File: config.mk
export PLATFORM = sky130hd
export DESIGN_NAME = pipe_ctrl
export DESIGN_NICKNAME = d
export VERILOG_FILES = /design/src/rtl/pipe_ctrl.sv
export SDC_FILE = /design/constraint.sdc
export NUM_CORES = 1
export LEC_CHECK = 0
export ABC_AREA = 0
export ABC_CLOCK_PERIOD_IN_PS = 1600
export CAP_MARGIN = 20
export CORE_MARGIN = 5
export CORE_UTILIZATION = 30
export DETAILED_ROUTE_END_ITERATION = 10
export PLACE_DENSITY = 0.77
export SETUP_SLACK_MARGIN = 0.4
export SLEW_MARGIN = 10
export SYNTH_ARGS = -nofsm -noshare
export SYNTH_HDL_FRONTEND = slang
export SYNTH_SLANG_ARGS = --single-unit
File: constraint.sdc
create_clock -name clk -period 1.6 [get_ports clk]
set_input_delay 0.48 -clock clk [delete_from_list [all_inputs] [get_ports clk]]
set_output_delay 0.48 -clock clk [all_outputs]
set_load 0.01 [all_outputs]
File: src/rtl/pipe_ctrl.sv
// Pipeline stall/flush controller: priority stall vector plus a RUN/HOLD branch redirect FSM.
// Optional performance counters are built only when PIPE_CTRL_PERF_EN is defined.
module pipe_ctrl (
    input  logic        clk,
    input  logic        rst,
    input  logic        stallreq_if,
    input  logic        stallreq_id,
    input  logic        stallreq_ex,
    input  logic        stallreq_mem,
    input  logic        branch_flag_i,
    input  logic [31:0] branch_target_i,
    output logic [5:0]  stall,
    output logic        flush_o,
    output logic        redirect_o,
    output logic [31:0] pc_target_o,
    output logic [31:0] stall_cnt_o,
    output logic [31:0] branch_cnt_o,
    output logic        o_dbg_state
);

    typedef enum logic {
        RUN  = 1'b0,
        HOLD = 1'b1
    } state_t;

    state_t      r_state;
    logic        r_redirect;
    logic        r_flush;
    logic [31:0] r_target;
    logic        w_accept;

    // A stalled stage freezes every stage in front of it, so the latest requester wins.
    always_comb begin
        stall = 6'b000000;
        if (stallreq_mem) begin
            stall = 6'b011111;
        end else if (stallreq_ex) begin
            stall = 6'b001111;
        end else if (stallreq_id) begin
            stall = 6'b000111;
        end else if (stallreq_if) begin
            stall = 6'b000011;
        end
    end

    assign w_accept = (r_state == RUN) && branch_flag_i && !stall[2];

    // Handshake: a branch is taken when branch_flag_i is high, ID is not stalled and the FSM
    // is in RUN; the redirect is then held until the PC is free to load the target.
    always_ff @(posedge clk or posedge rst) begin
        if (rst) begin
            r_state    <= RUN;
            r_redirect <= 1'b0;
            r_flush    <= 1'b0;
            r_target   <= 32'h0000_0000;
        end else begin
            case (r_state)
                RUN: begin
                    if (w_accept) begin
                        r_state    <= HOLD;
                        r_redirect <= 1'b1;
                        r_flush    <= 1'b1;
                        r_target   <= branch_target_i;
                    end
                end
                HOLD: begin
                    if (!stall[0]) begin
                        r_state    <= RUN;
                        r_redirect <= 1'b0;
                        r_flush    <= 1'b0;
                    end
                end
                default: begin
                    r_state    <= RUN;
                    r_redirect <= 1'b0;
                    r_flush    <= 1'b0;
                end
            endcase
        end
    end

    assign redirect_o  = r_redirect;
    assign flush_o     = r_flush;
    assign pc_target_o = r_target;
    assign o_dbg_state = (r_state == HOLD);

`ifdef PIPE_CTRL_PERF_EN
    logic [31:0] r_stall_cnt;
    logic [31:0] r_branch_cnt;

    always_ff @(posedge clk or posedge rst) begin
        if (rst) begin
            r_stall_cnt  <= 32'h0000_0000;
            r_branch_cnt <= 32'h0000_0000;
        end else begin
            if ((stall != 6'b000000) && (r_stall_cnt != 32'hFFFF_FFFF)) begin
                r_stall_cnt <= r_stall_cnt + 32'd1;
            end
            if (w_accept && (r_branch_cnt != 32'hFFFF_FFFF)) begin
                r_branch_cnt <= r_branch_cnt + 32'd1;
            end
        end
    end

    assign stall_cnt_o  = r_stall_cnt;
    assign branch_cnt_o = r_branch_cnt;
`else
    assign stall_cnt_o  = 32'h0000_0000;
    assign branch_cnt_o = 32'h0000_0000;
`endif

endmodule

# ---- After elaboration in Yosys (flattened, before gate mapping)
# Cells that the tools add are included.
dict set report classes {
  eq_ne 2
  n_mux 10
  n_bitwise 1
  reduce_logical 5
}
# op n
set ops {}
lappend ops {{6-bit 2-to-1 mux} 1}
lappend ops {{1-bit 2-to-1 mux} 4}
lappend ops {{4-bit 2-to-1 mux} 1}
lappend ops {{2-bit != test (second input constant)} 2}
lappend ops {{1-bit one-hot mux with 2 select lines} 2}
lappend ops {{2-bit AND reduction} 2}
lappend ops {{3-bit 2-to-1 mux} 1}
lappend ops {{1-bit logical AND} 2}
lappend ops {{2-bit 2-to-1 mux} 1}
lappend ops {{1-bit zero test} 1}
lappend ops {{1-bit inverter} 1}
dict set report totals {
  register_bits 34
  output_inout_bits 105
  word_cells 21
}

# ---- Longest topological paths before layout
dict set report logic_depth {
  word_depth 8
  depth_mapped 4
  depth_no_buf 3
}

# ---- Worst setup path after synthesis
# No wires, ideal clock.
dict set report synth_timing {
  kind {input to register}
  from {in stallreq_mem}
  to {reg r_target[10] (netlist: pc_target_o[10])}
  arrival_ps 1732
  t_required_ps 1475
  slack_ps -257
  path_stages 4
  cell_sequence {or2_4 nor4b_4 buf_6 mux2_2}
}
dict set report synth_via {
  elab_chain_cells 4
}
# item line_no
set synth_rtl {}
lappend synth_rtl {{start, declared} 9} ;# input logic stallreq_mem,
lappend synth_rtl {{6-bit 2-to-1 mux} 35} ;# if (stallreq_mem) begin
lappend synth_rtl {{1-bit zero test} 46} ;# assign w_accept = (r_state == RUN) && branch_flag_i && !stall[2];
lappend synth_rtl {{1-bit logical AND} 46}
lappend synth_rtl {{2-bit AND reduction (no source line)} n/a}
lappend synth_rtl {{end signal, assigned} 63} ;# r_target <= branch_target_i;
lappend synth_rtl {{end, declared} 29} ;# logic [31:0] r_target;
# No other way between the ends.
# A chain may end at the register's enable or synchronous reset.

# ---- Final worst setup path
dict set report layout_timing {
  from {in stallreq_mem}
  to {reg r_target[18] (netlist: pc_target_o[18])}
}
# The elaborated chain is that of the path after synthesis.

==> results.cfg <==
[global_routing]
antenna_found_initial = 0
busiest_layer = met2
use_met2_pct = 18.2
grt_use_total_pct = 11.0
grt_pass1_vias = 1287
grt_max_degree = 21
gr-usage-met1_pct = 12.6
grt_overflow = 0
grt_pass1_wl_mm = 6.39
grtUsageMet3_pct = 4.80

[sta]
setup_tns_ns = -3.66
slew_violations = 0
fin_crit_ns = 1.78
hold_viol = 0
setup_violations = 35
finClkSkew_ns = 0.00531
grt_setup_unrepaired = yes
fmax_ghz = 0.560
timing.final.ws_setup_ns = -0.185
fin_crit_sh_pct = 112

[run_status]
violations = setup timing
status = finished, violations left

[yosys]
ys.warnings.count = 0
synthTopCellsByArea = dfrtp_1 (46%), buf_4 (28%), mux2_2 (18%)
syn_area_um2 = 1830
yosys_register_bits = 34
synth.avg_cell_area_um2 = 12.5
syn_inst = 147
ys_seq_area_share_pct = 46.4
synth_cell_types = 14
synth_area_leader_cell = dfrtp_1
yosys.area.top_type_share_pct = 46.4

[setup_path]
r2r-end = pc_target_o[18]
cp.depth = 9
crit_path_end_kind = flip-flop
worstSetupPathType = in2reg
crit_slowest_cell = mux2_4
worstReg2RegStart = o_dbg_state
cp.required_ns = 1.76
startpoint_type = input port
cp.buffers_inverters = 6
crit_chain = buf_6, buf_6, or2_4, nor4b_4, buf_4, buf_12, buf_12, buf_12, mux2_4
cp_slowest_stage_delay_ns = 0.30
path_max_fanout = 5
arrival_ns = 1.94
crit_path_frequent_cell = buf_12
reg2reg_setup_slack_ns = -0.13
cp_top_family = buffers and inverters
rr_worst_depth = 7

[layout]
area_delta_synth_final_pct = 56.1
layout-drive-gt1-share_pct = 46.9
final_area_um2 = 2860
fillCellCount = 557
diodes = 0
fin_cells = 331
final_nets = 295

[routing]
via_per_inst = 3.72
ant_nets = 0
dr.first_iter.drc_count = 13
first_pass_iters = 2
vias = 1232
wl_mm = 4.40
wl_per_cell_um = 13.3
drc_errors = 0

[clock_tree]
cts-buffers-inserted = 5
clkLatencyLatePin_ns = 0.28
path_clk_slew_ns = 0.07
cts.sinks = 34
tritoncts = built
clockBufferDepth = 2
ctsHoldBuffers = 0
h-tree-depth = 2
clock-root-buffer = clkbuf_8

[placement]
placed_cell_area_um2 = 2480
dp.cells = 299
gp_congestion = 0.711
dp_hpwl_mm = 2.98
port_buffers = 78
post-place-ws_ns = -0.817

[pwr]
p_per_area_nw_per_um2 = 1180
seq_power_share_pct = 39.1
clkPwrFrac_pct = 17.2
swShare_pct = 30.0
finalPower_mw = 3.37
p_comb_share_pct = 43.7
peakVddDrop_v = 0.000639
internal-power_mw = 2.36
p_leak_nw = 1.46
switchingPower_mw = 1.01

[hold_path]
min_to = pc_target_o[6]
hp-class = reg2reg
holdCritStartpoint = pc_target_o[6]
whs_path_depth = 1

[die]
die_y_um = 88.1
core-area_um2 = 5920
start_util_pct = 30.9
num_rows = 28
ios = 144
die_x_um = 88.1
dieArea_um2 = 7770

[job]
drv_cap = 0
[cells in the final DEF, fill, tap and decap left out, types with 2 or more instances in the layout]
master            n
conb_1           65
dfrtp_1          34
clkdlybuf4s50_1  33
mux2_4           32
buf_2            31
buf_4            20
buf_6            16
clkbuf_8          5
buf_16            4
buf_12            4
clkinv_2          2
[cells in the mapped netlist]
cell      instances
a21o_1            1
buf_4            68
buf_6             3
conb_1            1
dfrtp_1          34
inv_1             2
mux2_1            2
mux2_2           30
nand2b_1          1
nor4b_4           1
o21ai_0           1
or2_4             1
or3_1             1
or4_1             1
[power groups by stage]
stage	combinational, mW	sequential (mW)	clock, mW
floorplan	0.506	1.47	0
global placement	1.31	1.31	0
detailed placement	1.33	1.33	0
CTS	1.33	1.31	0.618
global route	1.58	1.36	0.653
finish	1.47	1.32	0.580
[cells by family after synthesis]
| logic type | count (synthesis) | share of synthesized area [%] |
|---|---|---|
| simple gates | 5 | 2.87 |
| compound gates | 2 | 0.683 |
| buf+inv | 73 | 30.1 |
| flops | 34 | 46.4 |
| mux | 32 | 19.7 |
| other cells | 1 | 0.205 |
[through the flow]
step | hold WS [ns] | utilization (%)
2_1_floorplan | 0.421 | -
3_3_place_gp | 0.470 | 41.8
3_5_place_dp | 0.480 | 41.8
4_1_cts | 0.492 | 46.4
5_1_grt | 0.519 | 48.3
6_report | 0.507 | 48.3
[per-layer routing]
metal | part of all wire [%] | vias to the layer above
met2 | 49 | 87
met4 | 1.2 | 0
met1 | 35 | 570
li1 | - | 569
met3 | 15 | 6
met5 | 0 | -
[how the worst max path moves through the flow]
stage                      start               to  slack (ns)
CTS                 stallreq_mem   pc_target_o[0]       -0.22
finish              stallreq_mem  pc_target_o[18]       -0.18
detailed placement   stallreq_id         stall[1]       -0.82
floorplan           stallreq_mem  pc_target_o[10]       -0.26
global placement     stallreq_id         stall[0]       -0.80
global route        stallreq_mem  pc_target_o[14]       -0.25
[final cells by class]
class	count	area, µm²	share of cell area (%)
well taps	75	93.8	3.28
inverters	2	11.3	0.394
clock buffers	5	68.8	2.41
multi-input cells	104	806	28.2
clock inverters	2	10.0	0.350
flip-flops and latches	34	851	29.8
repair buffers	109	1020	35.6
[registers in the layout, summed over array words and instances, names as in the netlist]
register / cells
o_dbg_state: 1
flush_o: 1
pc_target_o: 32
[what timing repair did]
action,4_1_cts,5_1_grt
setup buffers,15,6
gates cloned,4,0
endpoints found under the setup margin,74,74
gates resized for setup,213,15
endpoints found under the hold margin,0,0
pin swaps,4,1
Power figures use the tool's default switching activity.
